[src/rtl/pattern_judge.sv]
// rtl/pattern_judge.sv - LED reaction game round controller: requests, shows and judges patterns.
// Optional PATTERN_JUDGE_SPEEDUP_EN shortens the per-round timeout as the score grows.
module pattern_judge #(
  parameter int WIDTH      = 18,
  parameter int SCORE_W    = 8,
  parameter int LIVES      = 3,
  parameter int TIMEOUT    = 50_000_000,
  parameter int SAMPLE_DLY = 2
) (
  input  logic               clk,
  input  logic               reset_n,
  input  logic               play,
  input  logic [WIDTH-1:0]   sw_in,
  input  logic [WIDTH-1:0]   gen_pat,
  output logic               gen_start,
  output logic [WIDTH-1:0]   led_out,
  output logic [SCORE_W-1:0] score,
  output logic [1:0]         lives,
  output logic               round_hit,
  output logic               round_miss,
  output logic               busy,
  output logic               game_over
);

  localparam int TW = $clog2(TIMEOUT + 1);
  localparam int DW = (SAMPLE_DLY > 1) ? $clog2(SAMPLE_DLY) : 1;

  typedef enum logic [2:0] {
    S_IDLE, S_CLEAR, S_REQ, S_SHOW, S_HIT, S_MISS, S_OVER
  } state_t;

  state_t             state_q, state_d;
  logic [WIDTH-1:0]   sw_meta_q, sw_sync_q;
  logic [WIDTH-1:0]   target_q, target_d;
  logic [TW-1:0]      timer_q, timer_d;
  logic [DW-1:0]      req_cnt_q, req_cnt_d;
  logic [SCORE_W-1:0] score_q, score_d;
  logic [1:0]         lives_q, lives_d;
  logic               gen_start_d, hit_d, miss_d, busy_d, over_d;
  logic [WIDTH-1:0]   led_d;
  logic               timeout_hit;

`ifdef PATTERN_JUDGE_SPEEDUP_EN
  // Every 4 hits trims TIMEOUT/8, capped at 4 steps; latched on SHOW entry so a round never changes mid-way.
  logic [TW-1:0]      limit_q, limit_new;
  logic [SCORE_W-1:0] quads;
  logic [2:0]         steps;
  logic               enter_show;

  always_comb begin
    quads      = score_q >> 2;
    steps      = (quads > SCORE_W'(4)) ? 3'd4 : quads[2:0];
    limit_new  = TW'(TIMEOUT) - TW'(TIMEOUT >> 3) * TW'(steps);
    enter_show = (state_q == S_REQ) && (state_d == S_SHOW);
  end

  always_ff @(posedge clk or negedge reset_n) begin
    if (!reset_n)        limit_q <= TW'(TIMEOUT);
    else if (enter_show) limit_q <= limit_new;
  end

  assign timeout_hit = (timer_q == limit_q - TW'(1));
`else
  assign timeout_hit = (timer_q == TW'(TIMEOUT - 1));
`endif

  always_comb begin
    state_d   = state_q;
    target_d  = target_q;
    timer_d   = timer_q;
    req_cnt_d = req_cnt_q;
    score_d   = score_q;
    lives_d   = lives_q;
    case (state_q)
      S_IDLE, S_OVER: begin
        if (play) begin
          score_d = '0;
          lives_d = 2'(LIVES);
          state_d = S_CLEAR;
        end
      end
      S_CLEAR: begin
        if (sw_sync_q == '0) begin
          req_cnt_d = '0;
          state_d   = S_REQ;
        end
      end
      S_REQ: begin
        if (req_cnt_q == DW'(SAMPLE_DLY - 1)) begin
          target_d = gen_pat;
          timer_d  = '0;
          state_d  = (gen_pat == '0) ? S_CLEAR : S_SHOW;
        end else begin
          req_cnt_d = req_cnt_q + 1'b1;
        end
      end
      S_SHOW: begin
        // Wrong switch beats a match; a match on the last timeout cycle still counts.
        if ((sw_sync_q & ~target_q) != '0) begin
          lives_d = lives_q - 1'b1;
          state_d = S_MISS;
        end else if (sw_sync_q == target_q) begin
          score_d = (&score_q) ? score_q : score_q + 1'b1;
          state_d = S_HIT;
        end else if (timeout_hit) begin
          lives_d = lives_q - 1'b1;
          state_d = S_MISS;
        end else begin
          timer_d = timer_q + 1'b1;
        end
      end
      S_HIT:   state_d = S_CLEAR;
      S_MISS:  state_d = (lives_q == 2'd0) ? S_OVER : S_CLEAR;
      default: state_d = S_IDLE;
    endcase

    gen_start_d = (state_d == S_REQ);
    led_d       = (state_d == S_SHOW) ? target_d : '0;
    hit_d       = (state_d == S_HIT);
    miss_d      = (state_d == S_MISS);
    busy_d      = (state_d != S_IDLE) && (state_d != S_OVER);
    over_d      = (state_d == S_OVER);
  end

  always_ff @(posedge clk or negedge reset_n) begin
    if (!reset_n) begin
      state_q    <= S_IDLE;
      sw_meta_q  <= '0;
      sw_sync_q  <= '0;
      target_q   <= '0;
      timer_q    <= '0;
      req_cnt_q  <= '0;
      score_q    <= '0;
      lives_q    <= 2'(LIVES);
      gen_start  <= 1'b0;
      led_out    <= '0;
      round_hit  <= 1'b0;
      round_miss <= 1'b0;
      busy       <= 1'b0;
      game_over  <= 1'b0;
    end else begin
      state_q    <= state_d;
      sw_meta_q  <= sw_in;
      sw_sync_q  <= sw_meta_q;
      target_q   <= target_d;
      timer_q    <= timer_d;
      req_cnt_q  <= req_cnt_d;
      score_q    <= score_d;
      lives_q    <= lives_d;
      gen_start  <= gen_start_d;
      led_out    <= led_d;
      round_hit  <= hit_d;
      round_miss <= miss_d;
      busy       <= busy_d;
      game_over  <= over_d;
    end
  end

  assign score = score_q;
  assign lives = lives_q;

endmodule

[config.mk]
export PLATFORM = sky130hd
export DESIGN_NAME = pattern_judge
export DESIGN_NICKNAME = d
export VERILOG_FILES = /design/src/rtl/pattern_judge.sv
export SDC_FILE = /design/constraint.sdc
export NUM_CORES = 1
export LEC_CHECK = 0
export ABC_AREA = 1
export CORE_ASPECT_RATIO = 2
export CORE_MARGIN = 1
export CORE_UTILIZATION = 57
export CTS_BUF_LIST = sky130_fd_sc_hd__clkbuf_4
export DETAILED_ROUTE_END_ITERATION = 6
export MAX_ROUTING_LAYER = met4
export PLACE_DENSITY = 0.82
export SKIP_CTS_REPAIR_TIMING = 1
export SLEW_MARGIN = 20
export SYNTH_ARGS = -nofsm -noshare
export SYNTH_HDL_FRONTEND = slang
export SYNTH_SLANG_ARGS = --single-unit
[constraint.sdc]
create_clock -name clk -period 2.3 [get_ports clk]
set_input_delay 0.345 -clock clk [delete_from_list [all_inputs] [get_ports clk]]
set_output_delay 0.345 -clock clk [all_outputs]
set_load 0.01 [all_outputs]
# ---- Word level (Yosys, flattened, before mapping)
# Cells that the tools add are included.
dict set report totals {
  out_inout_bits 33
  ff_bits 117
  elab_cells 90
  input_bits 39
}
dict set report classes {
  n_mux 30
  n_addsub 4
  bitwise 2
  reduce_logical 16
  n_eq_ne 24
}
# op count
set ops {}
lappend ops {{26-bit two-way mux} 4}
lappend ops {{18-bit two-way mux} 3}
lappend ops {{26-bit one-hot mux with 2 select lines} 1}
lappend ops {{18-bit zero test} 2}
lappend ops {{8-bit two-way mux} 4}
lappend ops {{26-bit by 1-bit adder with 26-bit output, second input constant} 1}
lappend ops {{26-bit == test, second input constant} 1}
lappend ops {{3-bit two-way mux} 7}
lappend ops {{18-bit AND} 1}
lappend ops {{18-bit == test} 1}
lappend ops {{3-bit == test, second input constant} 6}
lappend ops {{18-bit NOT} 1}
lappend ops {{3-bit one-hot mux with 6 select lines} 1}
lappend ops {{18-bit nonzero test} 1}
lappend ops {{2-bit inequality test, second input constant} 8}
lappend ops {{8-bit one-hot mux with 2 select lines} 1}
lappend ops {{3-bit by 2-bit == test with 1-bit output, second input constant} 4}
lappend ops {{2-bit two-way mux} 5}
lappend ops {{5-bit AND reduction} 2}
lappend ops {{3-bit inequality test, second input constant} 3}
lappend ops {{8-bit by 1-bit adder with 8-bit output, second input constant} 1}
lappend ops {{8-bit AND reduction} 1}
lappend ops {{2-bit nonzero test} 3}
lappend ops {{2-bit one-hot mux with 2 select lines} 1}
lappend ops {{other kinds (12)} 13}

# ---- Depth between registers and ports, before layout
# Gate-level depths: netlist (run 1).
dict set report depth {
  ltp_word 7
  mapped_depth 14
  mapped_depth_nobuf 13
}

# ---- Least setup slack after synthesis (run 1)
# Ideal clock, no wire load.
dict set report synth_path {
  path_type {reg2reg}
  startpoint {register sw_sync_q[12]}
  endpoint {register led_out[10]}
  setup_ns 0.115
  stages_incl_launch_ff 14
  required_ns 2.185
  arrival_time_ns 1.708
  synth_period_minus_slack_ns 1.823
  slack_ns 0.477
  cell_sequence {dfrtp_1 ha_1 nand2_1 nor2_1 nand2_1 nor2_1 nand2_1 nor2_1 nor2_1 nor2_1 inv_2 nand2_4 buf_6 nor2_1}
}
dict set report synth_via {
  elab_chain_len 6
  word_cells_on_any_way 10
  classes_between {eq/ne (2); mux (5); bitwise (1); reduce/logical (2)}
}
# item line
set synth_lines {}
lappend synth_lines {{start, declared} 33} ;# logic [WIDTH-1:0] sw_meta_q, sw_sync_q;
lappend synth_lines {{start signal, assigned} 144} ;# sw_sync_q <= sw_meta_q;
lappend synth_lines {{18-bit == test or 18-bit AND (tied branches)} {102, 99}}
lappend synth_lines {{3-bit two-way mux or 18-bit nonzero test (tied branches)} {102, 99}}
lappend synth_lines {{3-bit two-way mux} 99} ;# if ((sw_sync_q & ~target_q) != '0) begin
lappend synth_lines {{3-bit one-hot mux with 6 select lines *} 74} ;# case (state_q)
lappend synth_lines {{net state_d[0]} 32} ;# state_t state_q, state_d;
lappend synth_lines {{3-bit by 2-bit == test with 1-bit output *} 118} ;# led_d = (state_d == S_SHOW) ? target_d : '0;
lappend synth_lines {{18-bit two-way mux *} 118}
lappend synth_lines {{net led_d[10]} 40} ;# logic [WIDTH-1:0] led_d;
lappend synth_lines {{end signal, assigned} 151} ;# led_out <= led_d;
lappend synth_lines {{end, declared} 16} ;# output logic [WIDTH-1:0] led_out,
# The timed path passes the listed nets; every way through them passes the cells marked *.
# A chain may end at the register's enable or synchronous reset.

# ---- Worst setup path after layout (run 1)
dict set report layout_path {
  startpoint {register sw_sync_q[4]}
  endpoint {register led_out[14]}
}
# The elaborated chain is that of the path after synthesis.

==> impl_metrics.tcl, run 1 <==
set metrics [dict create \
    ys.flop_type "dfrtp_1" \
    seq_area_frac_synth_pct 51.68 \
    cts_tree "built" \
    slew_violations 0 \
    clk_pin_slew_ns 0.12 \
    drc 0 \
    nets 823 \
    core_area_mm2 0.009699 \
    finalPower_uw 4215 \
    finalSetupTns_ns 0 \
    endpoint "led_out[14]$_DFF_PN0_" \
    grt-ovfl-total 0 \
    dieArea_mm2 0.01038 \
    grt_pass1_wl_um 22320 \
    startpoint_type "flip-flop" \
    setup_violations 0 \
    avgSynthCellArea_um2 8.376 \
    htree_levels 4 \
    slowest_stage "dfrtp_1" \
    r2r-end "led_out[14]$_DFF_PN0_" \
    rsz0062_at_grt "false" \
    clk_latency_ns 0.53 \
    crit_buf_inv 1 \
    min_path_type "in -> reg" \
    post_drt_wl_per_cell_um 15.36 \
    gp_congestion 0.9342 \
    ys_ff_latch 117 \
    wl_met3_um 465 \
    end_kind "flip-flop" \
    synth_nets 737 \
    drtPass1Iterations 5 \
    wl_met2_um 7921 \
    maxUsedRoutingLayer "met4" \
    power_frac_seq_pct 50.9 \
    grt_usage_pct 30.01 \
    total_leakage_power_uw 0.003411 \
    path_depth 11 \
    finalHoldViolations 0 \
    wl_met1_um 4664 \
    place_ws_ns 0.1453 \
    setup_ws_ns 0.1688 \
    initial_core_util_pct 58.46 \
    cp_data_arrival_time_ns 2.54 \
    synth_commonest_cells "171 x nand2_1, 122 x nor2_1, 115 x dfrtp_1, 80 x inv_1, 31 x nand3_1" \
    antenna_found_initial 1 \
    yosysMostFrequentCell "nand2_1" \
    crit_chain "ha_1, nor2_1, nand2_1, nor2_1, nand3_1, nor2_1, nor2_1, nor2_2, inv_2, nand2_4, nor2_1" \
    io_buffers 71 \
    die_y_um 143.1 \
    status "completed" \
    cp_max_fo 18 \
    fin_crit_ns 2.131 \
    yosysTopAreaCellShare_pct 50.75 \
    first_iter_violations 234 \
    worst_pin_slew_ns 0.5473 \
    power.net_switching_uw 1001 \
    postRouteAntennaNets 0 \
    rows 51 \
    dpl-instance-area_mm2 0.006515 \
    clock-skew-final_ns 0.01973 \
    areaGrowthSynthToFinish_pct 21.51 \
    rr_worst_depth 11 \
    synthArstFlopShare_pct 100.0 \
    syn_inst 677 \
    worstPathRequired_ns 2.71 \
    critical_path_class "reg -> reg" \
    grt_pass1_vias 4959 \
    cp_common_cell "nor2_1" \
    r2r_slack_ns 0.17 \
    slowest_delay_ns 0.41 \
    combPwrFrac_pct 5.9 \
    cts_root_buf "clkbuf_4" \
    switching_share_pct 23.75 \
    yosysUniqueCellTypes 31 \
    cellInternalPower_uw 3214 \
    wl_um 13950 \
    dp_hpwl_um 10290 \
    clock.fmax_mhz 469.2 \
    peakVddDrop_mv 0.3795 \
    power_density_mw_per_mm2 611.7 \
    cp_top_family "simple AND/OR/NAND/NOR gates" \
    via_per_inst 5.229 \
    ys_top_cells_by_area "dfrtp_1 51%, nand2_1 11%, nor2_1 8.1%" \
    die_w_um 72.53 \
    grt_start_max_net_pins 61 \
    synth_edf_count 0 \
    clkPwrFrac_pct 43.2 \
    num_vias 4748 \
    fin_area_mm2 0.006890 \
    pin_count 72 \
    yosysWarnings 0 \
    drive_gt1_share_pct 10.71 \
    fillers 753 \
    critPathLaunch "sw_sync_q[4]$_DFF_PN0_" \
    clkSinkCount 117 \
    max-slew-margin-rel_pct 63.27 \
    numCtsBuffers 17 \
    r2r_start "sw_sync_q[4]$_DFF_PN0_" \
    stdcell_count 908 \
    fin_crit_sh_pct 92.66 \
    drv_cap 0 \
    syn-cell-area_mm2 0.005670 \
    cts_buffer_depth 2 \
    dp_cells 875 \
    yosysTopAreaCell "dfrtp_1" \
]
==> power by group through the flow <==
stage                     Combinational [uW]  Sequential [uW]  Clock [uW]
after floorplan                         69.5             2180           0
after global placement                   238             2180           0
after detailed placement                 249             2180           0
after CTS                                252             2140        1840
after global routing                     278             2150        1930
final                                    250             2150        1820
==> area by class of cell <==
type / instances / area, um^2 / area share, %
Inverter: 83 / 314.1 / 4.558
Multi-Input combinational cell: 463 / 2315 / 33.59
Sequential cell: 117 / 2930 / 42.53
Tap cell: 132 / 165.2 / 2.397
Antenna cell: 1 / 2.502 / 0.03632
Clock buffer: 17 / 127.6 / 1.852
Clock inverter: 14 / 225.2 / 3.269
Timing Repair Buffer: 81 / 810.8 / 11.77
==> stage by stage <==
| step | utilization, % | hold slack (ns) |
|---|---|---|
| floorplan | - | 0.04941 |
| global placement | 67.17 | 0.3138 |
| detailed placement | 67.17 | 0.3239 |
| CTS | 70.81 | -0.2563 |
| global route | 71.04 | 0.2206 |
| finish | 71.04 | 0.2436 |
==> cell usage in the layout, fill, tap and decap left out, drive strengths merged <==
cell	synthesis	routed
nand2	188	188
nor2	127	127
dfrtp	115	115
inv	83	85
clkdlybuf4s50	0	70
o21ai	45	45
nand3	31	31
ha	21	21
xor2	20	20
clkbuf	4	17
nor3	10	10
buf	10	10
nand4	8	8
clkinv	0	7
bufinv	0	5
a21oi	3	3
or2	3	3
and2	2	2
xnor2	2	2
dfstp	2	2
diode	0	1
nor4	1	1
nand3b	1	1
nor3b	1	1
dlygate4sd3	0	1
==> sequential cells by signal, summed over array words and instances, names as in the netlist, 2 cells and up <==
register   flops
timer_q       26
led_out       18
sw_meta_q     18
sw_sync_q     18
target_q      18
score          8
state_q        3
lives          2
==> cells by family after synthesis <==
logic type	after synthesis	share of synthesized area [%]
simple gates	372	27.69
flops	117	51.68
buf+inv	97	7.635
compound gates	48	4.965
xor+xnor	22	3.398
fa+ha+maj	21	4.634
==> layer usage <==
metal	track usage (%)	vias to the layer above
li1	-	2278
met1	25.94	2261
met2	56.27	147
met3	4.728	62
met4	20.85	0
met5	-	-
==> worst min-delay path by stage <==
stage,from,to,slack (ns),cells after the start
global placement,reset_n,led_out[12]$_DFF_PN0_,0.31,1
CTS,reset_n,target_q[12]$_DFF_PN0_,-0.26,1
detailed placement,reset_n,led_out[12]$_DFF_PN0_,0.32,1
floorplan,reset_n,busy$_DFF_PN0_,0.05,0
finish,sw_in[4],sw_meta_q[4]$_DFF_PN0_,0.24,1
global route,sw_in[4],sw_meta_q[4]$_DFF_PN0_,0.22,1
No activity file was read; power rests on OpenSTA's default activity.
==> run 2: changes to the inputs <==
CORE_MARGIN = 2   (was 1)
PLACE_DENSITY = not set   (was 0.82)
PLACE_DENSITY_LB_ADDON = 0.3   (was not set)
SLEW_MARGIN = not set   (was 20)
==> run 2 against run 1 <==
Effect of this change:
- setup slack better by 0.042 ns
- via count down 2.2%
- clock power shrank 21%
- register-to-register slack better by 0.04 ns
- final area decreased by 1.0%
- sequential share of layout area is 0.44 points higher
- critical path depth rose by 1
- sequential power hardly changed
- cell count rose by 0.22%
- sequential cell count unchanged
- power fell by 9.4%
==> impl_metrics.tcl, run 2 (synthesis gave the netlist of run 1 again) <==
set metrics [dict create \
    status "completed" \
    power_frac_seq_pct 56.1 \
    htree_levels 4 \
    die_w_um 74.53 \
    end_kind "flip-flop" \
    cts_tree "built" \
    numCtsBuffers 17 \
    wl_um 13270 \
    clk_pin_slew_ns 0.11 \
    rsz0062_at_grt "false" \
    power.net_switching_uw 939.7 \
    dpl-instance-area_mm2 0.006523 \
    final_core_util_pct 70.30 \
    finalHoldViolations 0 \
    grt_usage_pct 27.93 \
    critPathLaunch "sw_sync_q[12]$_DFF_PN0_" \
    cts_root_buf "clkbuf_4" \
    finalPower_uw 3819 \
    fin_area_mm2 0.006819 \
    drive_gt1_share_pct 10.55 \
    layout_commonest_cell "nand2_1" \
    clk_latency_ns 0.53 \
    setup_violations 0 \
    grt_pass1_wl_um 22160 \
    finalSetupTns_ns 0 \
    slowest_delay_ns 0.40 \
    critical_path_class "reg -> reg" \
    min_path_type "in -> reg" \
    cellInternalPower_uw 2879 \
    total_leakage_power_uw 0.003372 \
    grt-ovfl-total 0 \
    antenna_found_initial 1 \
    rr_worst_depth 12 \
    largest_register "timer_q" \
    r2r_slack_ns 0.21 \
    dp_hpwl_um 10300 \
    drtPass1Iterations 5 \
    slew_violations 0 \
    postRouteAntennaNets 0 \
    combPwrFrac_pct 6.5 \
    cp_data_arrival_time_ns 2.55 \
    r2r_start "sw_sync_q[12]$_DFF_PN0_" \
    rows 51 \
    peakVddDrop_mv 0.3170 \
    final_cell_mix "171 x nand2_1, 121 x nor2_1, 115 x dfrtp_1" \
    slowest_stage "dfrtp_1" \
    io_buffers 71 \
    fin_crit_ns 2.089 \
    largest_reg_flops 26 \
    worstHoldEndpoint "sw_meta_q[4]$_DFF_PN0_" \
    grt_start_max_net_pins 44 \
    worst_pin_slew_ns 0.6385 \
    dieArea_mm2 0.01081 \
    grt_pass1_vias 4990 \
    clkPwrFrac_pct 37.4 \
    crit_buf_inv 2 \
    fin_crit_sh_pct 90.85 \
    nets 824 \
    via_per_inst 5.104 \
    max-slew-margin-rel_pct 57.15 \
    clock-skew-final_ns 0.01117 \
    post_drt_wl_per_cell_um 14.58 \
    cp_top_family "simple AND/OR/NAND/NOR gates" \
    hp-start "sw_in[4]" \
    cts_buffer_depth 2 \
    pin_count 72 \
    crit_chain "ha_1, nor2_1, nand2_1, nor2_1, nand3_1, inv_1, nand2_2, nand2_4, nand2_4, inv_2, nand2_1, o21ai_1" \
    gp_congestion 0.9423 \
    startpoint_type "flip-flop" \
    switching_share_pct 24.61 \
    drc 0 \
    clock.fmax_mhz 478.6 \
    r2r-end "timer_q[3]$_DFFE_PN0P_" \
    clkSinkCount 117 \
    drv_cap 0 \
    initial_core_util_pct 58.46 \
    areaGrowthSynthToFinish_pct 20.26 \
    hold_depth 1 \
    num_vias 4645 \
    power_density_mw_per_mm2 560.0 \
    die_y_um 145.1 \
    worstPathRequired_ns 2.76 \
    cp_max_fo 23 \
    core_area_mm2 0.009699 \
    first_iter_violations 253 \
]
==> run 2: cell count changes in the layout (fill, tap and decap cells not counted), moves of 2 or more <==
cell	delta
bufinv_16	-3
clkinv_1	+2
clkinv_4	-2
inv_6	-2
clkinvlp_4	+2
clkinv_2	+3
==> run 2: how the worst max path moves through the flow <==
| stage | end | slack (ns) | cells after the start |
|---|---|---|---|
| after floorplan | led_out[10]$_DFF_PN0_ | 0.48 | 13 |
| after global placement | led_out[4]$_DFF_PN0_ | 0.22 | 10 |
| after detailed placement | led_out[0]$_DFF_PN0_ | 0.13 | 12 |
| after CTS | led_out[0]$_DFF_PN0_ | 0.11 | 12 |
| after global routing | timer_q[21]$_DFFE_PN0P_ | 0.01 | 12 |
| final | timer_q[3]$_DFFE_PN0P_ | 0.21 | 12 |
==> run 2: power groups by stage <==
stage	registers, uW	logic, uW	clock network, uW
floorplan	2180	69.5	0
global placement	2180	239	0
detailed placement	2180	247	0
CTS	2140	249	1460
global route	2150	277	1550
finish	2140	246	1430
==> run 2: final cells by class <==
type	count	area, um^2
sequential	117	2930
fill	819	2880
multi-input combinational	463	2318
timing repair buffer	82	818.3
inverter	83	311.5
tap	132	165.2
clock inverter	14	137.6
clock buffer	18	135.1
antenna	1	2.502
==> run 2: metal layers <==
layer	GRT usage, %	wire length, um
met2	48.67	7573
met4	16.25	657
met5	-	0
met3	6.389	437
met1	26.64	4602
==> run 2: worst reg2reg max path: cells and delay by family, from the launching register on <==
kind            cells  cell delay [ns]
flops               1             0.40
buf+inv             2             0.44
simple gates        8             0.89
compound gates      1             0.09
fa+ha+maj           1             0.20
==> run 2: through the flow <==
step,worst slack (ns),hold WS (ns),cells
floorplan,0.4775,0.04941,677
global placement,0.2158,0.3315,876
detailed placement,0.1312,0.3347,876
CTS,0.1078,-0.2176,908
global route,0.01263,0.1968,910
finish,0.2105,0.2368,910
